## config.mk

```make
export PLATFORM = sky130hd
export DESIGN_NAME = axemis_cluster_apb_router
export DESIGN_NICKNAME = d
export VERILOG_FILES = /design/src/rtl/axemis_cluster_apb_pkg.sv /design/src/rtl/axemis_cluster_apb_decode.sv /design/src/rtl/axemis_cluster_apb_router.sv
export SDC_FILE = /design/constraint.sdc
export NUM_CORES = 1
export LEC_CHECK = 0
export BUFFER_PORTS_ARGS = -buffer_cell sky130_fd_sc_hd__buf_2
export CAP_MARGIN = 10
export CORE_AREA = 5 5 189 191
export DETAILED_ROUTE_END_ITERATION = 8
export DIE_AREA = 0 0 194 196
export GPL_TIMING_DRIVEN = 0
export SLEW_MARGIN = 5
export SYNTH_ARGS = -nofsm -noshare
export SYNTH_HDL_FRONTEND = slang
export SYNTH_SLANG_ARGS = --single-unit
export TNS_END_PERCENT = 50
```

## constraint.sdc

```tcl
create_clock -name AXMSCL_PCLK -period 2.3 [get_ports AXMSCL_PCLK]
set_clock_uncertainty 0.2 [all_clocks]
set_input_delay 0 -clock AXMSCL_PCLK [delete_from_list [all_inputs] [get_ports AXMSCL_PCLK]]
set_output_delay 0 -clock AXMSCL_PCLK [all_outputs]
set_load 0.03 [all_outputs]
```

## src/rtl/axemis_cluster_apb_pkg.sv

```systemverilog
// rtl/axemis_cluster_apb_pkg.sv - shared FSM state type, default decode tables and table slice helper
package axemis_cluster_apb_pkg;

  typedef enum logic [1:0] {
    ST_IDLE,
    ST_SETUP,
    ST_ACCESS,
    ST_RESP
  } apb_state_e;

  localparam int DEF_NUM_SLV = 9;
  localparam int DEF_ADDR_W  = 32;
  localparam int MAX_SLV     = 16;
  localparam int MAX_ADDR_W  = 64;
  localparam int MAX_TBL_W   = MAX_SLV * MAX_ADDR_W;

  // Ports 0..7 take one 1 MiB window each; port 8 owns the upper half of the first 16 MiB.
  localparam logic [DEF_NUM_SLV*DEF_ADDR_W-1:0] DEF_SLV_BASE = {
    32'h0080_0000, 32'h0070_0000, 32'h0060_0000, 32'h0050_0000, 32'h0040_0000,
    32'h0030_0000, 32'h0020_0000, 32'h0010_0000, 32'h0000_0000
  };

  localparam logic [DEF_NUM_SLV*DEF_ADDR_W-1:0] DEF_SLV_MASK = {
    32'hFF80_0000, {8{32'hFFF0_0000}}
  };

  function automatic logic [MAX_ADDR_W-1:0] tbl_slice(input logic [MAX_TBL_W-1:0] tbl,
                                                      input int idx, input int w);
    logic [MAX_TBL_W-1:0] s;
    s = tbl >> (idx * w);
    return s[MAX_ADDR_W-1:0];
  endfunction

endpackage

```

## src/rtl/axemis_cluster_apb_decode.sv

```systemverilog
// rtl/axemis_cluster_apb_decode.sv - combinational base/mask address decoder, lowest matching port wins
module axemis_cluster_apb_decode
  import axemis_cluster_apb_pkg::*;
#(
  parameter int NUM_SLV = 9,
  parameter int ADDR_W  = 32,
  parameter int IDX_W   = 4,
  parameter logic [NUM_SLV*ADDR_W-1:0] SLV_BASE = (NUM_SLV*ADDR_W)'(DEF_SLV_BASE),
  parameter logic [NUM_SLV*ADDR_W-1:0] SLV_MASK = (NUM_SLV*ADDR_W)'(DEF_SLV_MASK)
) (
  input  logic [ADDR_W-1:0] addr,
  output logic              hit,
  output logic [IDX_W-1:0]  idx
);

  localparam logic [MAX_TBL_W-1:0] BASE_EXT = MAX_TBL_W'(SLV_BASE);
  localparam logic [MAX_TBL_W-1:0] MASK_EXT = MAX_TBL_W'(SLV_MASK);

  // Scan from the top so the last (lowest-index) match is the one that sticks.
  always_comb begin
    hit = 1'b0;
    idx = '0;
    for (int i = NUM_SLV - 1; i >= 0; i--) begin
      if ((addr & ADDR_W'(tbl_slice(MASK_EXT, i, ADDR_W))) == ADDR_W'(tbl_slice(BASE_EXT, i, ADDR_W))) begin
        hit = 1'b1;
        idx = IDX_W'(i);
      end
    end
  end

endmodule

```

## src/rtl/axemis_cluster_apb_router.sv

```systemverilog
// rtl/axemis_cluster_apb_router.sv - registered APB 1-to-N router; AXMSCL_APB_TIMEOUT_EN adds an ACCESS watchdog
module axemis_cluster_apb_router
  import axemis_cluster_apb_pkg::*;
#(
  parameter int NUM_SLV  = 9,
  parameter int ADDR_W   = 32,
  parameter int DATA_W   = 32,
  parameter logic [NUM_SLV*ADDR_W-1:0] SLV_BASE = (NUM_SLV*ADDR_W)'(DEF_SLV_BASE),
  parameter logic [NUM_SLV*ADDR_W-1:0] SLV_MASK = (NUM_SLV*ADDR_W)'(DEF_SLV_MASK),
  parameter int TOUT_CYC = 256
) (
  input  logic                      AXMSCL_PCLK,
  input  logic                      AXMSCL_PRST,
  input  logic [ADDR_W-1:0]         AXMSCL_PADDR,
  input  logic                      AXMSCL_PSELX,
  input  logic                      AXMSCL_PENABLE,
  input  logic                      AXMSCL_PWRITE,
  input  logic [2:0]                AXMSCL_PPROT,
  input  logic [DATA_W/8-1:0]       AXMSCL_PSTRB,
  input  logic [DATA_W-1:0]         AXMSCL_PWDATA,
  output logic                      AXMSCL_PREADY,
  output logic                      AXMSCL_PSLVERR,
  output logic [DATA_W-1:0]         AXMSCL_PRDATA,
  output logic [ADDR_W-1:0]         M_PADDR,
  output logic                      M_PWRITE,
  output logic [2:0]                M_PPROT,
  output logic [DATA_W/8-1:0]       M_PSTRB,
  output logic [DATA_W-1:0]         M_PWDATA,
  output logic                      M_PENABLE,
  output logic [NUM_SLV-1:0]        M_PSELX,
  input  logic [NUM_SLV-1:0]        M_PREADY,
  input  logic [NUM_SLV-1:0]        M_PSLVERR,
  input  logic [NUM_SLV*DATA_W-1:0] M_PRDATA,
  output logic                      AXMSCL_TOUT_PULSE
);

  localparam int IDX_W = (NUM_SLV > 1) ? $clog2(NUM_SLV) : 1;

  apb_state_e         state_q, state_d;
  logic               dec_hit;
  logic [IDX_W-1:0]   dec_idx;
  logic [IDX_W-1:0]   sel_idx;
  logic               sel_ready, sel_err;
  logic [DATA_W-1:0]  sel_rdata;
  logic               accept, finish, abort;

  axemis_cluster_apb_decode #(
    .NUM_SLV  (NUM_SLV),
    .ADDR_W   (ADDR_W),
    .IDX_W    (IDX_W),
    .SLV_BASE (SLV_BASE),
    .SLV_MASK (SLV_MASK)
  ) u_decode (
    .addr (AXMSCL_PADDR),
    .hit  (dec_hit),
    .idx  (dec_idx)
  );

  assign sel_ready = M_PREADY[sel_idx];
  assign sel_err   = M_PSLVERR[sel_idx];
  assign sel_rdata = M_PRDATA[int'(sel_idx)*DATA_W +: DATA_W];

`ifdef AXMSCL_APB_TIMEOUT_EN
  localparam int CNT_W = $clog2(TOUT_CYC + 1);
  logic [CNT_W-1:0] tout_cnt;
  logic             tout_pulse_q;

  always_ff @(posedge AXMSCL_PCLK or negedge AXMSCL_PRST) begin
    if (!AXMSCL_PRST) begin
      tout_cnt <= '0;
    end else if (state_q == ST_SETUP) begin
      tout_cnt <= '0;
    end else if (state_q == ST_ACCESS && !sel_ready) begin
      tout_cnt <= tout_cnt + 1'b1;
    end
  end

  always_ff @(posedge AXMSCL_PCLK or negedge AXMSCL_PRST) begin
    if (!AXMSCL_PRST) tout_pulse_q <= 1'b0;
    else              tout_pulse_q <= abort;
  end

  assign AXMSCL_TOUT_PULSE = tout_pulse_q;
`else
  logic unused_tout_cfg;
  assign unused_tout_cfg   = (TOUT_CYC == 0);
  assign AXMSCL_TOUT_PULSE = 1'b0;
`endif

  always_ff @(posedge AXMSCL_PCLK or negedge AXMSCL_PRST) begin
    if (!AXMSCL_PRST) state_q <= ST_IDLE;
    else              state_q <= state_d;
  end

  always_comb begin
    state_d = state_q;
    accept  = 1'b0;
    finish  = 1'b0;
    abort   = 1'b0;
    unique case (state_q)
      ST_IDLE: begin
        if (AXMSCL_PSELX && !AXMSCL_PENABLE) begin
          accept  = 1'b1;
          state_d = dec_hit ? ST_SETUP : ST_RESP;
        end
      end
      ST_SETUP: state_d = ST_ACCESS;
      ST_ACCESS: begin
        if (sel_ready) begin
          finish  = 1'b1;
          state_d = ST_RESP;
        end
`ifdef AXMSCL_APB_TIMEOUT_EN
        else if (tout_cnt == CNT_W'(TOUT_CYC - 1)) begin
          abort   = 1'b1;
          state_d = ST_RESP;
        end
`endif
      end
      ST_RESP: state_d = ST_IDLE;
      default: state_d = ST_IDLE;
    endcase
  end

  // Every upstream/downstream output comes from a flop so no combinational path crosses the router.
  always_ff @(posedge AXMSCL_PCLK or negedge AXMSCL_PRST) begin
    if (!AXMSCL_PRST) begin
      AXMSCL_PREADY  <= 1'b0;
      AXMSCL_PSLVERR <= 1'b0;
      AXMSCL_PRDATA  <= '0;
      M_PADDR        <= '0;
      M_PWRITE       <= 1'b0;
      M_PPROT        <= '0;
      M_PSTRB        <= '0;
      M_PWDATA       <= '0;
      M_PENABLE      <= 1'b0;
      M_PSELX        <= '0;
      sel_idx        <= '0;
    end else begin
      if (state_q == ST_RESP) AXMSCL_PREADY <= 1'b0;
      if (state_q == ST_SETUP) M_PENABLE <= 1'b1;
      if (accept) begin
        M_PADDR  <= AXMSCL_PADDR;
        M_PWRITE <= AXMSCL_PWRITE;
        M_PPROT  <= AXMSCL_PPROT;
        M_PSTRB  <= AXMSCL_PSTRB;
        M_PWDATA <= AXMSCL_PWDATA;
        sel_idx  <= dec_idx;
        if (dec_hit) begin
          M_PSELX <= NUM_SLV'(1) << dec_idx;
        end else begin
          AXMSCL_PREADY  <= 1'b1;
          AXMSCL_PSLVERR <= 1'b1;
          AXMSCL_PRDATA  <= '0;
        end
      end
      if (finish || abort) begin
        M_PSELX        <= '0;
        M_PENABLE      <= 1'b0;
        AXMSCL_PREADY  <= 1'b1;
        AXMSCL_PSLVERR <= abort ? 1'b1 : sel_err;
        AXMSCL_PRDATA  <= (abort || M_PWRITE) ? '0 : sel_rdata;
      end
    end
  end

endmodule

```

==> results.yml, run 1 <==
hold_path:
  hp-class: "in -> reg"
  min_from: "AXMSCL_PSELX"
  hold_depth: 4
pwr:
  max-vdd-ir-drop_mv: 0.671
  powerDensity_nw_per_um2: 973
  p_leak_nw: 6.48
setup_path:
  cp_max_fo: 10
  path_cells: "buf_6 > mux4_2 > a211o_1 > o211ai_2 > buf_12 > buf_12 > mux2i_2"
  cp_top_family: "multiplexers"
  cp.required_ns: 2.43
  cp.arrival_ns: 2.35
  cp-start-kind: "flop"
  worstSetupPathType: "reg -> reg"
  cp_common_cell: "buf_12"
  crit_start: "sel_idx[0]"
  slowest_delay_ns: 0.54
  slowest_stage: "mux4_2"
  cp.depth: 7
  worst-path-buf-inv: 3
  cp-end-kind: "flop"
  r2r_cells: 7
  r2r-start: "sel_idx[0]"
timing:
  setup_viol: 0
  min_period_ns: 2.23
  fmax_ghz: 0.449
  hold_slack_ns: -0.000635
  min_period_over_period: 0.968
  maxSlewHeadroom: 0.602
  setup_ws_ns: 0.0730
  slew_viol_final: 0
  fin_tns_setup_ns: 0
  hold_violations: 1
  rsz0062_at_grt: "yes"
  worst_pin_slew_ns: 0.598
global_route:
  grt-ovfl-total: 0
  grt_max_degree: 85
  grt_pass1_wl_um: 54200
  track_usage: 0.184
  grt_pass1_vias: 9118
  antenna_found_initial: 7
layout:
  nNetsFinal: 1792
  syn_to_final_growth_pct: 66.4
  layout-drive-gt1-share: 0.508
  layout_common_cells: "buf_2, nand2_1, dfrtp_1, dlygate4sd3_1, mux2_2"
  seq_area_um2: 3050
  final_common_cell: "buf_2"
  multiInputGateArea_um2: 4140
  fillers: 3464
  stdcell_count: 1877
placement:
  gp_congestion: 0.954
  dpl.hpwl_um: 29300
  port_buffers: 496
  dp_cells: 1725
  place_ws_ns: -0.479
job:
  maxCapViolCount: 0
clock_tree:
  root_buffer: "clkbuf_16"
  clk_path_buf_depth: 2
  insertion_delay_ns: 0.41
  htreeDepth: 4
  tritoncts: "built"
  cts_buffers: 17
  cts_num_sinks: 122
  clkSlewWorstSetupHoldPaths_ns: 0.06
synth:
  async_reset_ff_frac: 1.00
  synth-seq-area-share: 0.407
  synth-edff-count: 0
  ys_ff_latch: 122
  synth_cell_types: 49
  ys.flop_type: "dfrtp_1"
  ys_warn_count: 0
  syn_area_um2: 7510
  syn-instance-count: 773
  synth.avg_cell_area_um2: 9.71
  synthesis.nets: 1159
drt:
  dr.max_layer_used: "met5"
  route.detailed.drc: 0
  wl_met3_um: 2700
  vias_per_cell: 4.54
  vias: 8520
  drtIter0Drc: 401
  wl_met2_um: 18800
  drtAntennaViolNets: 0
  wl_met1_um: 14600
  wl_um: 37000
  firstDrtPassIters: 5
  wl_per_cell_um: 19.7
floorplan:
  start_util: 0.221
  die_h_um: 196
  dieArea_um2: 38000
  die_w_um: 194
  core.rowCount: 68
  core_area_um2: 33900
  io_pins: 499
status:
  violations: "negative hold slack"
  outcome: "finished, violations left"
-- where the power goes --
part / switching, W / internal (W)
clock network: 0.00108 / 0.00171
registers: 0.000541 / 0.00310
logic: 0.00376 / 0.00197
total: 0.00538 / 0.00677
-- final timing paths --
check / end / slack [ns]
setup / recovery: AXMSCL_PRDATA[3] / 0.07
hold / removal: M_PADDR[20] / -0.0006
setup reg to reg: AXMSCL_PRDATA[3] / 0.07
hold reg to reg: M_PADDR[11] / 0.27
max in group asynchronous: AXMSCL_PRDATA[31] / 0.95
min in group asynchronous: M_PADDR[24] / 0.50
-- routing by layer --
| metal | GRT usage | vias to the layer above |
|---|---|---|
| met2 | 0.327 | 443 |
| met1 | 0.219 | 4065 |
| met3 | 0.0495 | 54 |
| met4 | 0.0568 | 6 |
| met5 | 0 | - |
| li1 | - | 3952 |
-- cells by family after synthesis --
family,Yosys count,synth area share
DFF,122,0.407
AOI/OAI and AO/OA,88,0.0932
muxes,137,0.253
adders and majority gates,4,0.00667
buffers and inverters,67,0.0492
other,1,0.000499
and+or+nand+nor,354,0.191
-- synthesized netlist by cell type (all sizes together), types with 4 or more instances --
| cell | instances | share of area |
|---|---|---|
| a31o | 32 | 0.037 |
| a22oi | 32 | 0.032 |
| buf | 32 | 0.031 |
| dfrtp | 122 | 0.41 |
| nor2 | 12 | 0.0060 |
| clkbuf | 30 | 0.015 |
| a21oi | 5 | 0.0033 |
| ha | 4 | 0.0067 |
| mux2 | 65 | 0.098 |
| nor2b | 4 | 0.0033 |
| mux2i | 37 | 0.049 |
| mux4 | 35 | 0.11 |
| nand2 | 318 | 0.16 |
| inv | 5 | 0.0025 |
| o21ai | 6 | 0.0045 |
-- final cells by class --
class | instances | share of cell area
antenna | 4 | 0.000801
buffer | 58 | 0.0314
clock buffer | 18 | 0.0344
clock inverter | 13 | 0.0134
inverter | 5 | 0.00150
multi-input combinational | 584 | 0.331
sequential | 122 | 0.244
tap | 455 | 0.0456
timing repair buffer | 618 | 0.297
-- flip-flops by register name (all words and copies together), names as in the netlist --
signal and count:
M_PADDR 32, M_PWDATA 32, state_q 2, M_PENABLE 1
AXMSCL_PSLVERR 1, M_PWRITE 1, sel_idx 4, M_PSELX 9
M_PSTRB 4, M_PPROT 3, AXMSCL_PREADY 1, AXMSCL_PRDATA 32
-- what timing repair did --
| action | 4_1_cts | 5_1_grt |
|---|---|---|
| endpoints found under the hold margin | 242 | 0 |
| endpoints found under the setup margin | 106 | 60 |
| resized for setup | 28 | 16 |
| hold buffers | 110 | 0 |
| buffers inserted | 4 | 7 |
| pin swaps | 1 | 2 |
-- stage by stage --
step           utilization  total power (W)  cell area, um^2
6_report             0.368           0.0122            12500
5_1_grt              0.368           0.0128            12500
4_1_cts              0.365           0.0122            12400
3_5_place_dp         0.312          0.00917            10600
3_3_place_gp         0.311          0.00908            10600
2_1_floorplan            -          0.00713             7510
-- worst min-delay path, cell delays in order --
cell	delay [ns]
buf_2	0.11
and3b_4	0.24
nand2_1	0.15
nand2_1	0.07
(Power assumes the default switching activity.)
==> run 2: changes to the inputs <==
--- a/config.mk
+++ b/config.mk
@@ -7,9 +7,9 @@
 export LEC_CHECK = 0
 export BUFFER_PORTS_ARGS = -buffer_cell sky130_fd_sc_hd__buf_2
 export CAP_MARGIN = 10
-export CORE_AREA = 5 5 189 191
+export CORE_AREA = 2 2 197 199
 export DETAILED_ROUTE_END_ITERATION = 8
-export DIE_AREA = 0 0 194 196
+export DIE_AREA = 0 0 199 201
 export GPL_TIMING_DRIVEN = 0
 export SLEW_MARGIN = 5
 export SYNTH_ARGS = -nofsm -noshare
==> constraint.sdc (replaced) <==
create_clock -name AXMSCL_PCLK -period 2.83 [get_ports AXMSCL_PCLK]
set_clock_uncertainty 0.2 [all_clocks]
set_input_delay 0 -clock AXMSCL_PCLK [delete_from_list [all_inputs] [get_ports AXMSCL_PCLK]]
set_output_delay 0 -clock AXMSCL_PCLK [all_outputs]
set_load 0.03 [all_outputs]
==> results.yml, run 2 (synthesis gave the netlist of run 1 again) <==
setup_path:
  cp_common_cell: "buf_2"
  r2r-start: "sel_idx[1]"
  cp_top_family: "buffers and inverters"
  path_cells: "buf_2 > buf_2 > mux2_2 > a22oi_1 > a31o_2 > mux2i_1"
  worstSetupPathType: "reg -> reg"
  r2r_cells: 6
  cp.arrival_ns: 2.79
  slowest_delay_ns: 0.46
  worstReg2RegEnd: "AXMSCL_PRDATA[27]"
  worst-path-buf-inv: 2
  worstSetupEndpoint: "AXMSCL_PRDATA[27]"
  cp_max_fo: 10
  slowest_stage: "dfrtp_1"
  cp-start-kind: "flop"
  cp.required_ns: 2.95
  crit_start: "sel_idx[1]"
  cp.depth: 6
  r2r_setup_slack_ns: 0.16
  cp-end-kind: "flop"
global_route:
  track_usage: 0.177
  antenna_found_initial: 11
  grt_pass1_vias: 8859
  grt_pass1_wl_um: 52000
  grt-ovfl-total: 0
  grt_max_degree: 83
timing:
  slew_viol_final: 0
  min_period_ns: 2.67
  setup_viol: 0
  hold_violations: 0
  maxSlewHeadroom: 0.519
  rsz0062_at_grt: "no"
  setup_ws_ns: 0.155
  min_period_over_period: 0.945
  fmax_ghz: 0.374
  worst_pin_slew_ns: 0.719
  hold_slack_ns: 0.0344
layout:
  final_common_cell: "buf_2"
  syn_to_final_growth_pct: 65.4
  design_area_um2: 12400
  reg.largest.list: "AXMSCL_PRDATA x32, M_PADDR x32, M_PWDATA x32"
  layout_common_cells: "buf_2, nand2_1, dfrtp_1, dlygate4sd3_1, mux2_2"
  nNetsFinal: 1786
  layout-drive-gt1-share: 0.488
placement:
  dpl.hpwl_um: 28900
  dpl-instance-area_um2: 10700
  place_ws_ns: 0.0333
  gp_congestion: 0.911
  port_buffers: 496
floorplan:
  core_area_um2: 38100
  die_h_um: 201
  dieArea_um2: 40000
  io_pins: 499
  die_w_um: 199
  core.rowCount: 72
  start_util: 0.197
pwr:
  finalPower_w: 0.00975
  powerDensity_nw_per_um2: 785
  p_leak_nw: 6.39
  max-vdd-ir-drop_mv: 0.624
hold_path:
  hp-class: "in -> reg"
drt:
  vias: 8460
  firstDrtPassIters: 5
  vias_per_cell: 4.36
  drtIter0Drc: 435
  wl_per_cell_um: 18.7
  drtAntennaViolNets: 0
  wl_um: 36300
  route.detailed.drc: 0
clock_tree:
  cts_buffers: 17
  htreeDepth: 4
  tritoncts: "built"
  clkSlewWorstSetupHoldPaths_ns: 0.06
  cts_num_sinks: 122
  clk_path_buf_depth: 2
  cts_setup_buffers: 0
  insertion_delay_ns: 0.43
  root_buffer: "clkbuf_16"
status:
  outcome: "complete, no violations"
job:
  maxCapViolCount: 0
[run 2: changes by cell type in the layout (fill, tap and decap cells not counted), moves of 3 or more]
cell,previous run,this run
diode_2,4,9
clkinvlp_4,2,5
buf_6,5,2
buf_2,504,512
clkbuf_1,16,26
clkbuf_4,4,0
buf_1,1,5
buf_4,22,6
clkbuf_2,10,2
[run 2: through the flow]
stage / TNS, ns / cells / util
3_5_place_dp: 0 / 1788 / 0.280
2_1_floorplan: 0 / 773 / -
3_3_place_gp: -26.67 / 1787 / 0.279
6_report: 0 / 1940 / 0.326
4_1_cts: 0 / 1932 / 0.325
5_1_grt: 0 / 1937 / 0.326
[run 2: worst min path at each step]
stage                     cells past startpoint                end  slack, ns               from
final                                         5  AXMSCL_PRDATA[11]       0.03      M_PRDATA[171]
after detailed placement                      1   AXMSCL_PRDATA[4]      -0.25        AXMSCL_PRST
after global placement                        3       M_PWDATA[23]     -0.008  AXMSCL_PWDATA[23]
after CTS                                     5  AXMSCL_PRDATA[16]      0.003      M_PRDATA[176]
after floorplan                               0   AXMSCL_PRDATA[0]      -0.50        AXMSCL_PRST
after global routing                          5  AXMSCL_PRDATA[12]       0.03       M_PRDATA[12]
[run 2: report_power, final]
group          internal [W]  leakage, nW  switching [W]
Clock               0.00132        0.274       0.000903
Sequential          0.00252         1.54       0.000442
Combinational       0.00157         4.57        0.00300
[run 2: what timing repair did]
action | 4_1_cts | 5_1_grt
setup endpoints to repair | 0 | 32
resized for setup | 0 | 3
hold buffers | 112 | 0
hold endpoints to repair | 242 | 0
[run 2: per-layer routing]
metal  track usage  wire length [um]
met1         0.195             13900
met2         0.314             18500
met3        0.0546              2840
met4        0.0728              1080
met5             0                48
[run 2: area by class of cell]
class | instances | area (um^2)
flip-flops and latches | 122 | 3050
repair buffers | 609 | 3650
clock buffers | 18 | 439
clock inverters | 14 | 148
fillers | 3958 | 25700
inverters | 5 | 18.8
multi-input cells | 584 | 4090
diodes | 9 | 22.5
plain buffers | 61 | 348
well taps | 518 | 648
[run 2: tightest hold or removal path, delay by kind of cell]
family | cells | cell delay, ns
multiplexers | 2 | 0.24
buffers and inverters | 1 | 0.07
AO/OA/AOI/OAI | 2 | 0.31
